`config.mk`:
```
export PLATFORM = sky130hd
export DESIGN_NAME = ahb_resp_mux
export DESIGN_NICKNAME = d
export VERILOG_FILES = /design/src/rtl/ahb_pkg.sv /design/src/rtl/config_pkg.sv /design/src/rtl/ahb_onehot_mux.sv /design/src/rtl/ahb_resp_mux.sv
export SDC_FILE = /design/constraint.sdc
export NUM_CORES = 1
export LEC_CHECK = 0
export CORE_AREA = 4 4 241 243
export DETAILED_ROUTE_END_ITERATION = 10
export DIE_AREA = 0 0 245 247
export PLACE_DENSITY = 0.36
export SETUP_SLACK_MARGIN = 0.3
export SYNTH_ARGS = -nofsm -noshare
export SYNTH_HDL_FRONTEND = slang
export SYNTH_HIERARCHICAL = 1
export SYNTH_SLANG_ARGS = --single-unit
```
`constraint.sdc`:
```
create_clock -name HCLK -period 3.1 [get_ports HCLK]
set_clock_uncertainty 0.05 [all_clocks]
set_input_delay 0.775 -clock HCLK [delete_from_list [all_inputs] [get_ports HCLK]]
set_output_delay 0.775 -clock HCLK [all_outputs]
set_load 0.02 [all_outputs]
```
`src/rtl/ahb_pkg.sv`:
```
// -----------------------------------------------------------------------------
// ahb_pkg
//   Shared AHB definitions: HTRANS encodings and the state type of the bus
//   default slave that lives in the data-phase response stage.
// -----------------------------------------------------------------------------
package ahb_pkg;

    // HTRANS encodings
    localparam logic [1:0] HTRANS_IDLE   = 2'b00;
    localparam logic [1:0] HTRANS_BUSY   = 2'b01;
    localparam logic [1:0] HTRANS_NONSEQ = 2'b10;
    localparam logic [1:0] HTRANS_SEQ    = 2'b11;

    // Default-slave data-phase state.
    //   DS_IDLE : no error in progress, the selected slave (or nothing) drives
    //   DS_ERR1 : first ERROR cycle, HREADY low
    //   DS_ERR2 : second ERROR cycle, HREADY high
    typedef enum logic [1:0] {
        DS_IDLE = 2'b00,
        DS_ERR1 = 2'b01,
        DS_ERR2 = 2'b10
    } defslv_state_t;

endpackage : ahb_pkg

```
`src/rtl/config_pkg.sv`:
```
// -----------------------------------------------------------------------------
// config_pkg
//   Platform-wide configuration shared by the hart and its bus fabric.
//   XLEN is the hart data width and sets every AHB data bus width.
// -----------------------------------------------------------------------------
package config_pkg;

    localparam int XLEN = 64;

endpackage : config_pkg

```
`src/rtl/ahb_onehot_mux.sv`:
```
// -----------------------------------------------------------------------------
// ahb_onehot_mux
//   AND-OR one-hot selector for the AHB data-phase return path. Each slave's
//   read data, ready and response are gated by its select bit and OR-ed
//   together. With an all-zero select every output is 0.
//
// Ports
//   sel        in   NSLAVES        one-hot data-phase select (or all zero)
//   data_vec   in   NSLAVES*XLEN   per-slave read data, slave i at [i*XLEN +: XLEN]
//   ready_vec  in   NSLAVES        per-slave HREADYOUT
//   resp_vec   in   NSLAVES        per-slave HRESP
//   data       out  XLEN           selected read data
//   ready      out  1              selected ready (0 when nothing selected)
//   resp       out  1              selected response (0 when nothing selected)
// -----------------------------------------------------------------------------
module ahb_onehot_mux #(
    parameter int NSLAVES = 8,
    parameter int XLEN    = 64
) (
    input  logic [NSLAVES-1:0]      sel,
    input  logic [NSLAVES*XLEN-1:0] data_vec,
    input  logic [NSLAVES-1:0]      ready_vec,
    input  logic [NSLAVES-1:0]      resp_vec,
    output logic [XLEN-1:0]         data,
    output logic                    ready,
    output logic                    resp
);

    // Each slave's data forced to zero unless that slave is selected.
    logic [XLEN-1:0] masked_data [NSLAVES];

    genvar gi;
    generate
        for (gi = 0; gi < NSLAVES; gi++) begin : g_mask
            assign masked_data[gi] = data_vec[gi*XLEN +: XLEN] & {XLEN{sel[gi]}};
        end
    endgenerate

    always_comb begin
        data = '0;
        for (int i = 0; i < NSLAVES; i++) begin
            data = data | masked_data[i];
        end
    end

    assign ready = |(sel & ready_vec);
    assign resp  = |(sel & resp_vec);

endmodule : ahb_onehot_mux

```
`src/rtl/ahb_resp_mux.sv`:
```
// -----------------------------------------------------------------------------
// ahb_resp_mux
//   Data-phase response stage between the AHB slaves and the hart's master.
//   Registers the address-phase slave select and steers the selected slave's
//   read data, ready and response back to the master. Also implements the
//   bus default slave: a transfer that decodes to no slave or to several
//   slaves receives the two-cycle AHB ERROR response and bumps a saturating
//   error counter.
//
// Ports
//   HCLK        in   1              bus clock
//   HRESETn     in   1              asynchronous active-low reset
//   HSELVec     in   NSLAVES        address-phase selects from the decoder
//   HTRANS      in   2              master transfer type
//   HREADDATAV  in   NSLAVES*XLEN   per-slave read data, slave i at [i*XLEN +: XLEN]
//   HREADYVec   in   NSLAVES        per-slave HREADYOUT
//   HRESPVec    in   NSLAVES        per-slave HRESP
//   HREADY      out  1              bus ready, also fed back to the slaves
//   HRESP       out  1              bus response, 0 = OKAY, 1 = ERROR
//   HREADDATA   out  XLEN           bus read data
//   HSELDVec    out  NSLAVES        registered data-phase select
//   ErrCount    out  ERRBITS        saturating count of default-slave errors
// -----------------------------------------------------------------------------
module ahb_resp_mux
    import config_pkg::*;
    import ahb_pkg::*;
#(
    parameter int NSLAVES = 8,
    parameter int ERRBITS = 16
) (
    input  logic                    HCLK,
    input  logic                    HRESETn,
    input  logic [NSLAVES-1:0]      HSELVec,
    input  logic [1:0]              HTRANS,
    input  logic [NSLAVES*XLEN-1:0] HREADDATAV,
    input  logic [NSLAVES-1:0]      HREADYVec,
    input  logic [NSLAVES-1:0]      HRESPVec,
    output logic                    HREADY,
    output logic                    HRESP,
    output logic [XLEN-1:0]         HREADDATA,
    output logic [NSLAVES-1:0]      HSELDVec,
    output logic [ERRBITS-1:0]      ErrCount
);

    // -------------------------------------------------------------------------
    // State
    // -------------------------------------------------------------------------
    logic [NSLAVES-1:0] hseld_reg;
    logic [NSLAVES-1:0] hseld_next;
    defslv_state_t      state_reg;
    defslv_state_t      state_next;
    logic [ERRBITS-1:0] err_count_reg;
    logic [ERRBITS-1:0] err_count_next;

    // -------------------------------------------------------------------------
    // Selected-slave return path
    // -------------------------------------------------------------------------
    logic [XLEN-1:0] mux_data;
    logic            mux_ready;
    logic            mux_resp;

    ahb_onehot_mux #(
        .NSLAVES (NSLAVES),
        .XLEN    (XLEN)
    ) u_mux (
        .sel       (hseld_reg),
        .data_vec  (HREADDATAV),
        .ready_vec (HREADYVec),
        .resp_vec  (HRESPVec),
        .data      (mux_data),
        .ready     (mux_ready),
        .resp      (mux_resp)
    );

    // -------------------------------------------------------------------------
    // Data-phase outputs. The error states override the slave path; with no
    // slave selected the bus answers a zero-wait OKAY with zero data.
    // -------------------------------------------------------------------------
    logic            bus_ready;
    logic            bus_resp;
    logic [XLEN-1:0] bus_data;

    always_comb begin
        bus_ready = 1'b1;
        bus_resp  = 1'b0;
        bus_data  = '0;
        unique case (state_reg)
            DS_ERR1: begin
                bus_ready = 1'b0;
                bus_resp  = 1'b1;
            end
            DS_ERR2: begin
                bus_ready = 1'b1;
                bus_resp  = 1'b1;
            end
            default: begin
                bus_ready = (|hseld_reg) ? mux_ready : 1'b1;
                bus_resp  = mux_resp;
                bus_data  = mux_data;
            end
        endcase
    end

    assign HREADY    = bus_ready;
    assign HRESP     = bus_resp;
    assign HREADDATA = bus_data;
    assign HSELDVec  = hseld_reg;
    assign ErrCount  = err_count_reg;

    // -------------------------------------------------------------------------
    // Address-phase acceptance and decode check
    // -------------------------------------------------------------------------
    logic accept;
    logic sel_onehot;
    logic bad_decode;

    always_comb begin
        accept     = bus_ready && ((HTRANS == HTRANS_NONSEQ) || (HTRANS == HTRANS_SEQ));
        sel_onehot = $onehot(HSELVec);
        bad_decode = accept && !sel_onehot;
    end

    // -------------------------------------------------------------------------
    // Next-state logic
    // -------------------------------------------------------------------------
    always_comb begin
        // While HREADY is low (slave wait state or ERR1) the select holds.
        hseld_next = hseld_reg;
        if (bus_ready) begin
            hseld_next = (accept && sel_onehot) ? HSELVec : '0;
        end
    end

    always_comb begin
        state_next = state_reg;
        unique case (state_reg)
            DS_IDLE: state_next = bad_decode ? DS_ERR1 : DS_IDLE;
            DS_ERR1: state_next = DS_ERR2;
            // HREADY is high in ERR2, so a new address phase is sampled here
            // and a second bad decode chains straight back into ERR1.
            DS_ERR2: state_next = bad_decode ? DS_ERR1 : DS_IDLE;
            default: state_next = DS_IDLE;
        endcase
    end

    // bad_decode can only fire in IDLE or ERR2 (ERR1 holds HREADY low), so it
    // marks exactly the transitions into ERR1.
    always_comb begin
        err_count_next = err_count_reg;
        if (bad_decode && (err_count_reg != {ERRBITS{1'b1}})) begin
            err_count_next = err_count_reg + {{(ERRBITS-1){1'b0}}, 1'b1};
        end
    end

    // -------------------------------------------------------------------------
    // Registers
    // -------------------------------------------------------------------------
    always_ff @(posedge HCLK or negedge HRESETn) begin
        if (!HRESETn) begin
            hseld_reg     <= '0;
            state_reg     <= DS_IDLE;
            err_count_reg <= '0;
        end else begin
            hseld_reg     <= hseld_next;
            state_reg     <= state_next;
            err_count_reg <= err_count_next;
        end
    end

endmodule : ahb_resp_mux

```
==> results of run 1 <==
## critical path, stage by stage
cell	delay (ns)
buf_8	0.08
inv_4	0.03
fa_1	0.56
fa_1	0.44
fa_1	0.49
inv_1	0.04
ha_2	0.17
inv_2	0.05
fa_2	0.44
nand4b_1	0.15
o41ai_4	0.11
nor3_4	0.25
buf_6	0.18
nand4_1	0.11
xnor2_1	0.15
## power by group through the flow
| stage | registers (mW) | logic [mW] | clock network, mW |
|---|---|---|---|
| 2_1_floorplan | 0.586 | 3.18 | 0 |
| 3_3_place_gp | 0.581 | 6.83 | 0 |
| 3_5_place_dp | 0.574 | 6.80 | 0 |
| 4_1_cts | 0.576 | 6.81 | 0.321 |
| 5_1_grt | 0.587 | 7.22 | 0.341 |
| 6_report | 0.570 | 6.76 | 0.307 |
## layout make-up
type	count	area [um2]	share of cell area
Sequential cell	26	678	0.0543
Clock buffer	4	88.8	0.00712
Multi-Input combinational cell	486	3860	0.309
Tap cell	756	946	0.0758
Antenna cell	2	5.00	0.000401
Inverter	16	70.1	0.00561
Timing Repair Buffer	688	6830	0.548
## metal layers
metal	global-route usage	wire length [um]	share of wire
met1	0.168	18500	0.39
met2	0.266	24500	0.52
met3	0.0371	3640	0.077
met4	0.0284	834	0.018
met5	0	43	0.00091
## worst paths after layout
path                             startpoint          end
worst max-delay path             HSELVec[1]  ErrCount[5]
worst min-delay path            ErrCount[8]  ErrCount[8]
worst max register to register  HSELDVec[3]  ErrCount[5]
worst min register to register  ErrCount[8]  ErrCount[8]
max in group asynchronous           HRESETn  HSELDVec[7]
min in group asynchronous           HRESETn  ErrCount[0]
## layout by cell type (no fill, tap or decap), types with 4 or more instances in the layout
cell | Yosys | routed
buf_2 | 33 | 21
nor2b_1 | 64 | 58
nand3_2 | 0 | 5
clkbuf_2 | 0 | 23
ha_1 | 8 | 6
dfrtp_1 | 26 | 18
nor2_1 | 7 | 7
a22oi_2 | 0 | 36
buf_4 | 6 | 43
nor2b_2 | 0 | 4
nand2_1 | 9 | 8
dlygate4sd2_1 | 0 | 12
dlymetal6s2s_1 | 0 | 5
clkdlybuf4s15_1 | 0 | 8
buf_6 | 15 | 12
xnor2_1 | 15 | 15
clkdlybuf4s50_1 | 0 | 534
dfrtp_4 | 0 | 7
nand4_1 | 72 | 72
buf_12 | 0 | 19
inv_1 | 16 | 11
clkbuf_16 | 0 | 4
clkdlybuf4s15_2 | 0 | 6
a22o_1 | 8 | 8
a22oi_1 | 264 | 228
## what timing repair did
item	CTS	global route
endpoints found under the setup margin	85	75
gates cloned	1	1
pin swaps	37	44
buffers inserted	7	4
resized for setup	238	88
## cell families after synthesis
kind of cell	synth area share
buffers and inverters	0.102
XOR/XNOR	0.0280
AND/OR/NAND/NOR	0.245
AO/OA/AOI/OAI	0.445
adder cells (fa/ha/maj)	0.0384
flip-flops	0.139
multiplexers	0.00240
## stage by stage
step / cell area (um2) / util / setup TNS (ns) / hold slack (ns)
after floorplan: 4740 / - / -20.08 / 0.429
after global placement: 12200 / 0.217 / -41.00 / 0.462
after detailed placement: 12200 / 0.217 / -41.78 / 0.456
after CTS: 12400 / 0.222 / -22.07 / 0.461
after global routing: 12500 / 0.223 / -22.99 / 0.488
final: 12500 / 0.223 / -19.63 / 0.456
==> impl_results.md, run 1 <==
* Top post-synthesis cells by area: a22oi_1, dfrtp_1, nand4_1
* Comb power frac at 0.885
* VDD IR max at 0.000382 V
* # DRC at 0
* Avg Cell Area, Syn at 7.91 um2
* Initial DRC Count at 343
* Crit path capture type: flip-flop
* WP data arrival at 4.02 ns
* Worst-Margin Slew at 0.417 ns
* Clk sink count at 26
* Final hold violations at 0
* Pin count of the biggest net entering global routing at 44
* Routed len/inst at 24.0 um
* Clock share of power at 0.040
* Dpl cells at 1959
* Fin crit period at 3.93 ns
* Starting Density at 0.0838
* Normalized max-slew margin at 0.722
* Cell-internal power at 3.70 mW
* Pwr/cell area at 612 mW/mm2
* Worst hold path depth at 1
* Worst Hold Class: flip-flop to flip-flop
* Fillers at 6244
* H-Tree Depth at 1
* Net switching power at 3.93 mW
* Status: finished, violations left
* Reg2Reg Depth at 10
* Post-synth top area share at 0.423
* Commonest cells post-synth: a22oi_1, nand4_1, nor2b_1
* Final period utilization at 1.27
* Vias per Instance at 3.99
* Port Buffers at 628
* R2r setup slk at 0.64 ns
* Worst EP required at 3.19 ns
* Syn_nets at 1145
* Hold buffer count at cts at 0
* CP Launch Type: primary input
* Largest register FFs at 16
* Cell count after synthesis at 593
* Main synth FF type: dfrtp_1
* Hpwl dp at 37.4 mm
* Initial antenna violation count at 8
* Share of cells above drive strength 1 at 0.175
* Area grow syn2layout at 166%
* Largest area contributor in the synthesized netlist: a22oi_1
* WS Path Type: primary input to flip-flop
* Sw Share at 0.515
* Final setup margin at -0.832 ns
* Synth warn at 6
* Max_cap viols at 0
* Failing checks: negative setup slack
* Total Power at 7.63 mW
* Root Buffer: clkbuf_16
* Vias in the first global route at 8584
* DRT Wirelength at 47.5 mm
* Nets at 1773
* Pins Over Slew Limit at 0
* Max Clock Freq at 0.254 GHz
* Yosys cell types at 36
* Global-route wire length before repair at 64.2 mm
* Async SR Flop Fraction at 1.00
* GP Congestion at 0.842
* Seq pwr share at 0.075
* Num CTS Buffers at 3
* Die Y at 247 um
* Die Width at 245 um
* Io pins at 630
* Pre-CTS setup slack at -1.69 ns
* CORE AREA at 0.0560 mm2
* RSZ-0062 raised after global routing: yes
* Leakage at 4.43 nW
* Seq/Total Area, Yosys at 0.139
* Std cell rows at 87
* Post-Synthesis Cell Area at 0.00469 mm2
* Post-synth EDFFs at 0
* Clock transition at the registers of the reported paths at 0.07 ns
* Most common cell in the netlist: a22oi_1
* Vias at 7901
* CTS tree: yes
* CTS max path bufs at 2
* Seq cells post-synth at 26
* Die footprint at 0.0605 mm2
* Pre-antenna DRT Iters at 4
* Tot GR Track Use at 0.144
* Layout Cells excl Fill at 1978
* Worst Path Max Fanout at 7
* Finish-stage setup viols at 25
* Clk_lat worst skew at 0.26 ns
* GRT overflow at 0
* Post-route ant nets at 0
No activity file was read; power rests on OpenSTA's default activity.
==> run 2, diff against run 1 <==
--- a/config.mk
+++ b/config.mk
@@ -5,6 +5,7 @@
 export SDC_FILE = /design/constraint.sdc
 export NUM_CORES = 1
 export LEC_CHECK = 0
+export CAP_MARGIN = 5
 export CORE_AREA = 4 4 241 243
 export DETAILED_ROUTE_END_ITERATION = 10
 export DIE_AREA = 0 0 245 247
==> results of run 2 <==
Final layout, timing and power as in run 1 (identical DEF).
